===== config.mk =====
export PLATFORM = sky130hd
export DESIGN_NAME = logic_unit_iter
export DESIGN_NICKNAME = d
export VERILOG_FILES = /design/src/rtl/logic_unit_iter.sv
export SDC_FILE = /design/constraint.sdc
export NUM_CORES = 1
export LEC_CHECK = 0
export CAP_MARGIN = 25
export CELL_PAD_IN_SITES_DETAIL_PLACEMENT = 1
export CELL_PAD_IN_SITES_GLOBAL_PLACEMENT = 1
export CORE_MARGIN = 2
export CORE_UTILIZATION = 38
export CTS_BUF_LIST = sky130_fd_sc_hd__clkbuf_2 sky130_fd_sc_hd__clkbuf_4 sky130_fd_sc_hd__clkbuf_8
export CTS_CLUSTER_SIZE = 10
export DETAILED_ROUTE_END_ITERATION = 8
export HOLD_SLACK_MARGIN = 0.08
export PLACE_DENSITY = 0.84
export SETUP_SLACK_MARGIN = 0.4
export SLEW_MARGIN = 20
export SYNTH_ARGS = -nofsm -noshare
export SYNTH_HDL_FRONTEND = slang
export SYNTH_SLANG_ARGS = --single-unit
export TNS_END_PERCENT = 100

===== constraint.sdc =====
create_clock -name clk -period 2.05 [get_ports clk]
set_input_delay 0.41 -clock clk [delete_from_list [all_inputs] [get_ports clk]]
set_output_delay 0.41 -clock clk [all_outputs]
set_load 0.01 [all_outputs]

===== src/rtl/logic_unit_iter.sv =====
// logic_unit_iter: multi-cycle bitwise logic unit (AND/OR/XOR/NOR).
// Processes one SLICE-bit chunk per cycle, LSB slice first, between an
// input handshake (accepted only in IDLE) and an output handshake (DONE).
// Optional feature macro: LOGIC_UNIT_ZERO_FLAG_EN adds a registered
// 'zero' output accumulated slice by slice.
//
// Handshake semantics: a transfer happens on a rising edge where both
// valid and ready are high. in_ready is high only in IDLE; out_valid is
// high only in DONE. Both come straight from the state register, so there
// is no combinational path from in_valid to out_valid or from out_ready
// to in_ready.
module logic_unit_iter #(
  parameter int WIDTH = 32,
  parameter int SLICE = 8
) (
  input  logic             clk,
  input  logic             rst_n,
  input  logic             in_valid,
  output logic             in_ready,
  input  logic [1:0]       op,
  input  logic [WIDTH-1:0] a,
  input  logic [WIDTH-1:0] b,
  output logic             out_valid,
  input  logic             out_ready,
  output logic [WIDTH-1:0] result,
`ifdef LOGIC_UNIT_ZERO_FLAG_EN
  output logic             zero,
`endif
  output logic [1:0]       dbg_state
);

  localparam int N  = WIDTH / SLICE;
  localparam int CW = (N > 1) ? $clog2(N) : 1;

  localparam logic [1:0] OP_AND = 2'b00;
  localparam logic [1:0] OP_OR  = 2'b01;
  localparam logic [1:0] OP_XOR = 2'b10;
  localparam logic [1:0] OP_NOR = 2'b11;

  // A slice width that does not tile the word is a build error.
  generate
    if ((WIDTH % SLICE) != 0) begin : g_bad_slice
      $error("logic_unit_iter: SLICE must divide WIDTH exactly");
    end
  endgenerate

  typedef enum logic [1:0] {
    IDLE = 2'd0,
    BUSY = 2'd1,
    DONE = 2'd2
  } state_t;

  state_t            state, state_n;
  logic [CW-1:0]     cnt;
  logic [WIDTH-1:0]  a_q, b_q;
  logic [1:0]        op_q;
  logic [SLICE-1:0]  sa, sb, sr;
  logic              last;
  int                idx;

  assign in_ready  = (state == IDLE);
  assign out_valid = (state == DONE);
  assign dbg_state = state;
  assign last      = (cnt == CW'(N - 1));

  // Select the current operand slice and apply the latched op to it.
  always_comb begin
    idx = int'(cnt) * SLICE;
    sa  = a_q[idx +: SLICE];
    sb  = b_q[idx +: SLICE];
    sr  = '0;
    case (op_q)
      OP_AND:  sr = sa & sb;
      OP_OR:   sr = sa | sb;
      OP_XOR:  sr = sa ^ sb;
      OP_NOR:  sr = ~(sa | sb);
      default: sr = '0;
    endcase
  end

  // State register.
  always_ff @(posedge clk or negedge rst_n) begin
    if (!rst_n) state <= IDLE;
    else        state <= state_n;
  end

  // Next-state: accept in IDLE, N cycles of BUSY, hold DONE until taken.
  always_comb begin
    state_n = state;
    case (state)
      IDLE:    if (in_valid)  state_n = BUSY;
      BUSY:    if (last)      state_n = DONE;
      DONE:    if (out_ready) state_n = IDLE;
      default:                state_n = IDLE;
    endcase
  end

  // Datapath: latch operands on accept, write one result slice per BUSY cycle.
  always_ff @(posedge clk or negedge rst_n) begin
    if (!rst_n) begin
      cnt    <= '0;
      a_q    <= '0;
      b_q    <= '0;
      op_q   <= '0;
      result <= '0;
    end else begin
      case (state)
        IDLE: begin
          if (in_valid) begin
            a_q  <= a;
            b_q  <= b;
            op_q <= op;
            cnt  <= '0;
          end
        end
        BUSY: begin
          result[idx +: SLICE] <= sr;
          // Counter stops at N-1; it is cleared again on the next accept.
          if (!last) cnt <= cnt + CW'(1);
        end
        DONE: begin
          if (out_ready) cnt <= '0;
        end
        default: cnt <= '0;
      endcase
    end
  end

`ifdef LOGIC_UNIT_ZERO_FLAG_EN
  // Zero flag: set on accept, cleared by any non-zero slice during BUSY.
  always_ff @(posedge clk or negedge rst_n) begin
    if (!rst_n) begin
      zero <= 1'b1;
    end else if (state == IDLE && in_valid) begin
      zero <= 1'b1;
    end else if (state == BUSY) begin
      zero <= zero & (sr == '0);
    end
  end
`endif

endmodule


==> results.json, run 1 <==
{
  "status": "complete, but fails checks",
  "violations": "setup timing",
  "cp-end-kind": "register",
  "finalHoldViolations": 0,
  "drive_gt1_share_pct": 39.8,
  "timing.hold.ws_ns": 0.479,
  "dieWidth_microns": 118,
  "path_class": "reg2reg",
  "skew_ns": 0.0133,
  "placed_area_sq_um": 6280,
  "antenna_cells": 0,
  "maxCapViolations": 0,
  "finalCriticalPeriod_ns": 2.21,
  "max_stage_delay_ns": 0.54,
  "finalSetupViolCount": 32,
  "hpwl_microns": 8930,
  "synth-compound-area-share_pct": 5.68,
  "first_global_vias": 3742,
  "avgSynthCellArea_sq_um": 13.5,
  "crit_fanout": 8,
  "finalCoreUtilization_pct": 54.1,
  "fillers": 1268,
  "p_sw_mw": 4.54,
  "final_cells": 667,
  "swShare_pct": 38.7,
  "dp_cells": 636,
  "power_density_nw_per_um2": 1720,
  "max_freq_mhz": 452,
  "nets": 583,
  "grt_max_degree": 53,
  "path_delay_family": "multiplexers",
  "worstPathRequired_ns": 2.32,
  "die_area_sq_um": 13900,
  "cts_max_path_buffers": 2,
  "final_area_sq_um": 6830,
  "synth-xor-area-share_pct": 0,
  "p_clk_share_pct": 10.4,
  "fp.dieH_microns": 118,
  "dr.pass1.iters": 4,
  "min_period_over_period_pct": 108,
  "portBuffers": 105,
  "p_int_mw": 7.18,
  "seqPwrFrac_pct": 31.4,
  "worstPathArrival_ns": 2.48,
  "finalWorstSetupSlack_ns": -0.160,
  "cp_slowest_cell": "mux4_2",
  "comb_power_share_pct": 58.2,
  "routedWlPerCell_microns": 19.4,
  "h-tree-depth": 3,
  "area_growth_pct": 39.0,
  "maxSlewViolCount": 0,
  "antenna_found_initial": 0,
  "synth_cell_types": 25,
  "syn-num-nets": 456,
  "initial_core_util_pct": 38.9,
  "rrSetupSlack_ns": -0.16,
  "drt-initial-drc-count": 155,
  "start_kind": "register",
  "clk_latency_ns": 0.39,
  "synth_adder_area_share_pct": 5.60,
  "rsz0062_at_grt": "yes",
  "slew-limit-headroom_pct": 29.6,
  "synth_area_sq_um": 4910,
  "hold_path.class": "in2async",
  "place.gp.congestion": 0.786,
  "ant_nets": 0,
  "synthMuxAreaShare_pct": 27.6,
  "cts_inserted_buffers": 9,
  "ir_drop_mv": 0.586,
  "drc": 0,
  "path_clk_slew_ns": 0.10,
  "gr-usage-all-layers_pct": 19.5,
  "r2r-start": "cnt[0]",
  "pin_count": 106,
  "cts_sinks": 102,
  "leakagePower_nw": 3.09,
  "critPathBufInv": 3,
  "synth_top_family_by_area": "multiplexers",
  "yosys_register_bits": 102,
  "r2r_end": "result[21]",
  "wl_microns": 12900,
  "yosys_warnings": 0,
  "grt_pass1_wl_microns": 20700,
  "core_sq_um": 12600,
  "root_buffer": "clkbuf_8",
  "reg2reg_depth": 9,
  "post-place-ws_ns": -0.216,
  "layout_commonest_cell": "dfrtp_1",
  "worstPathCellList": "buf_6, buf_16, mux4_2, buf_4, ha_1, nor2_2, a211oi_2, a21oi_4, o21ai_1",
  "tightest_slew_ns": 1.06,
  "vias_per_cell": 5.02,
  "syn_inst": 364,
  "placementRows": 41,
  "synth_seq_area_share_pct": 51.9,
  "final_cell_mix": "dfrtp_1, clkdlybuf4s50_1, mux2_4",
  "gr-total-overflow": 0,
  "num_vias": 3346,
  "cts_tree": "built",
  "synth-simple-area-share_pct": 5.47
}
==> synth_stat cells, drive strengths merged <==
master  instances  area, sq um
ha             22          275
o31ai           2         15.0
nor2b           5         31.3
a211oi          6         45.0
nor2           12         45.0
nand2b          2         12.5
inv            20         75.1
o21ai          36          180
mux2           74          983
dfrtp         102         2550
clkbuf          2         7.51
buf            14          101
nor3b           1         7.51
nand3           2         10.0
nand2          37          139
and2            1         8.76
nand4b          1         8.76
mux2i           1         10.0
a22o            1         8.76
nand4           1         6.26
a21oi           6         30.0
mux4           16          360
==> what timing repair did <==
action,4_1_cts,5_1_grt
buffers inserted,10,4
endpoints found under the setup margin,68,38
pin swaps,24,19
hold endpoints to repair,27,0
hold buffers,1,0
resized for setup,92,40
gates cloned,1,0
==> power by group through the flow <==
stage / Combinational (mW) / Clock [mW] / Sequential [mW]
6_report: 6.82 / 1.22 / 3.68
4_1_cts: 6.23 / 1.25 / 3.65
5_1_grt: 7.36 / 1.35 / 3.81
3_3_place_gp: 5.14 / 0 / 3.60
3_5_place_dp: 5.48 / 0 / 3.68
2_1_floorplan: 3.86 / 0 / 3.45
==> routing by layer <==
layer	part of all wire, %	up-vias	GRT usage (%)
li1	-	1525	-
met1	44	1720	24.8
met2	50	85	32.9
met3	3.8	16	4.46
met4	1.6	0	6.40
met5	0	-	0
==> through the flow <==
| stage | TNS [ns] | power, mW |
|---|---|---|
| after global routing | -5.46 | 12.5 |
| after detailed placement | -4.05 | 9.16 |
| after global placement | -1.99 | 8.74 |
| after CTS | -3.58 | 11.1 |
| final | -3.63 | 11.7 |
| after floorplan | 0 | 7.31 |
==> worst max path at each step <==
stage            from         end  slack, ns  depth (start not counted)
4_1_cts        cnt[0]   result[9]      -0.15                          8
6_report       cnt[0]  result[21]      -0.16                          9
5_1_grt        cnt[0]   result[0]      -0.24                          9
3_3_place_gp   cnt[0]   result[7]      -0.13                          7
2_1_floorplan  cnt[0]  result[25]       0.02                          7
3_5_place_dp   cnt[0]   result[0]      -0.22                          7
==> sequential cells by signal, summed over array words and instances, names as in the netlist <==
signal     count
op_q           2
dbg_state      2
cnt            2
a_q           32
result        32
b_q           32
==> worst reg2reg max path: stages, from the launching register on <==
cell      delay [ns]
dfrtp_2         0.41
buf_6           0.13
buf_16          0.14
mux4_2          0.55
buf_4           0.16
ha_1            0.20
nor2_2          0.12
a211oi_2        0.08
a21oi_4         0.22
o21ai_1         0.09
==> logic make-up after synthesis <==
logic type / count (synthesis)
muxes: 91
AOI/OAI and AO/OA: 51
adders and majority gates: 22
and+or+nand+nor: 62
DFF: 102
buffers and inverters: 36
==> final cells by class <==
class                           instances  area, sq um  area share, %
Sequential cell                       102         2560           37.4
Multi-Input combinational cell        226         2490           36.5
Timing Repair Buffer                  132         1320           19.2
Tap cell                              172          215           3.15
Clock buffer                           14          174           2.55
Inverter                               20         75.1           1.10
Clock inverter                          1         5.00         0.0733
No activity file was read; power rests on OpenSTA's default activity.
==> run 2: changes to the inputs <==
Settings changed: CORE_ASPECT_RATIO from default to 0.75.
==> run 2 against run 1 <==
The run still ends with setup timing left. Routed wire length increased by 2.0%. Sequential power shrank 2%. Non-clock buffer count rose by 5. Clock skew down 0.0035 ns. Cell count unchanged. Global-route usage up 0.22 points. Fmax is 2.4% higher. Largest power group unchanged. Via count is 0.69% higher. Critical path type unchanged. Die area about the same.
==> results.json, run 2 (synthesis gave the netlist of run 1 again) <==
{
  "cts_inserted_buffers": 9,
  "hpwl_microns": 9440,
  "final_cell_mix": "dfrtp_1, clkdlybuf4s50_1, mux2_4",
  "die_area_sq_um": 13900,
  "placed_area_sq_um": 6300,
  "cts_sinks": 102,
  "num_vias": 3369,
  "portBuffers": 105,
  "power_density_nw_per_um2": 1700,
  "wl_microns": 13200,
  "clk_latency_ns": 0.37,
  "slew-limit-headroom_pct": 57.9,
  "worstPathArrival_ns": 2.42,
  "path_clk_slew_ns": 0.09,
  "reg_top3": "a_q: 32 flops, b_q: 32 flops, result: 32 flops",
  "core_sq_um": 12400,
  "rsz0062_at_grt": "yes",
  "nets": 588,
  "path_class": "reg2reg",
  "drc": 0,
  "status": "complete, but fails checks",
  "start_kind": "register",
  "reg2reg_depth": 7,
  "ant_nets": 0,
  "multi_input_area_sq_um": 2500,
  "pin_count": 106,
  "worstPathRequired_ns": 2.31,
  "cts_max_path_buffers": 2,
  "ff_latch_area_sq_um": 2560,
  "leakagePower_nw": 3.10,
  "grt_pass1_wl_microns": 20500,
  "violations": "setup timing",
  "dr.pass1.iters": 4,
  "fillers": 1258,
  "met1_usage_pct": 25.0,
  "area_growth_pct": 40.3,
  "placementRows": 35,
  "root_buffer": "clkbuf_8",
  "layout_commonest_cell": "dfrtp_1",
  "drive_gt1_share_pct": 39.5,
  "maxSlewViolCount": 0,
  "fp.dieH_microns": 102,
  "dieWidth_microns": 135,
  "tightest_slew_ns": 0.632,
  "ir_drop_mv": 0.667,
  "h-tree-depth": 3,
  "max_freq_mhz": 463,
  "final_cells": 667,
  "grt-busiest-layer": "met2",
  "skew_ns": 0.00984,
  "maxCapViolations": 0,
  "cp-end-kind": "register",
  "finalSetupViolCount": 31,
  "vias_per_cell": 5.05,
  "met3_usage_pct": 5.11,
  "dp_cells": 634,
  "final_area_sq_um": 6890,
  "antenna_found_initial": 0,
  "place.gp.congestion": 0.789,
  "antenna_cells": 0,
  "routedWlPerCell_microns": 19.8,
  "finalCriticalPeriod_ns": 2.16,
  "min_period_over_period_pct": 105,
  "drt-initial-drc-count": 123,
  "use_met2_pct": 33.8,
  "initial_core_util_pct": 39.5,
  "hold_path.class": "in2async",
  "first_global_vias": 3803,
  "finalHoldViolations": 0,
  "finalWorstSetupSlack_ns": -0.108,
  "cts_tree": "built",
  "crit_fanout": 7,
  "gr-usage-all-layers_pct": 19.7,
  "grt_max_degree": 59,
  "gr-total-overflow": 0
}
==> run 2: changes by cell type in the layout (fill, tap and decap cells not counted), sizes merged <==
cell	previous run	this run
buf	28	32
clkinvlp	0	2
inv	20	19
clkbuf	16	15
clkinv	1	2
clkdlybuf4s15	0	1
==> run 2: timing repair <==
| item | CTS | global route |
|---|---|---|
| endpoints found under the hold margin | 17 | 0 |
| cloned | 1 | 1 |
| setup buffers | 10 | 4 |
| hold buffers | 1 | 0 |
| endpoints found under the setup margin | 68 | 52 |
| gates resized for setup | 106 | 24 |
| pin swaps | 25 | 13 |
==> run 2: area by class of cell <==
| type | count | area share (%) |
|---|---|---|
| Tap cell | 166 | 3.01 |
| Clock buffer | 13 | 2.50 |
| Clock inverter | 3 | 0.254 |
| Sequential cell | 102 | 37.1 |
| Inverter | 20 | 1.14 |
| Multi-Input combinational cell | 226 | 36.3 |
| Timing Repair Buffer | 137 | 19.7 |
==> run 2: power by group <==
part | switching [mW] | total (mW) | internal [mW]
clock | 0.683 | 1.23 | 0.552
sequential | 0.666 | 3.61 | 2.95
combinational | 3.16 | 6.86 | 3.69
total | 4.51 | 11.7 | 7.19
==> run 2: through the flow <==
stage	setup TNS (ns)	utilization [%]	power [mW]	hold WS [ns]	setup WS, ns
3_3_place_gp	-0.930	50.7	8.93	0.301	-0.0780
4_1_cts	-2.97	54.2	11.4	0.446	-0.117
6_report	-1.80	55.4	11.7	0.447	-0.108
2_1_floorplan	0	-	7.31	0.114	0.0242
5_1_grt	-4.44	55.4	12.5	0.468	-0.180
3_5_place_dp	-3.16	50.7	9.28	0.311	-0.162
==> run 2: final timing paths <==
| path | to | slack (ns) | start |
|---|---|---|---|
| max reg2reg | result[8] | -0.11 | cnt[0] |
| max | result[8] | -0.11 | cnt[0] |
| max in group asynchronous | a_q[3] | 0.97 | rst_n |
| min | b_q[1] | 0.45 | rst_n |
| min reg2reg | result[18] | 0.49 | result[18] |
| min in group clk | result[18] | 0.49 | result[18] |
==> run 2: critical path, cell delays in order (launching register included) <==
cell     delay, ns
dfrtp_2       0.47
buf_8         0.16
mux4_2        0.53
inv_2         0.08
ha_4          0.19
mux2_4        0.29
a21oi_4       0.23
o21ai_2       0.09
==> run 2: routing by layer <==
metal	share of wire (%)	vias to the layer above
li1	-	1542
met5	0	-
met4	1.4	0
met1	44	1725
met2	50	83
met3	4.4	19
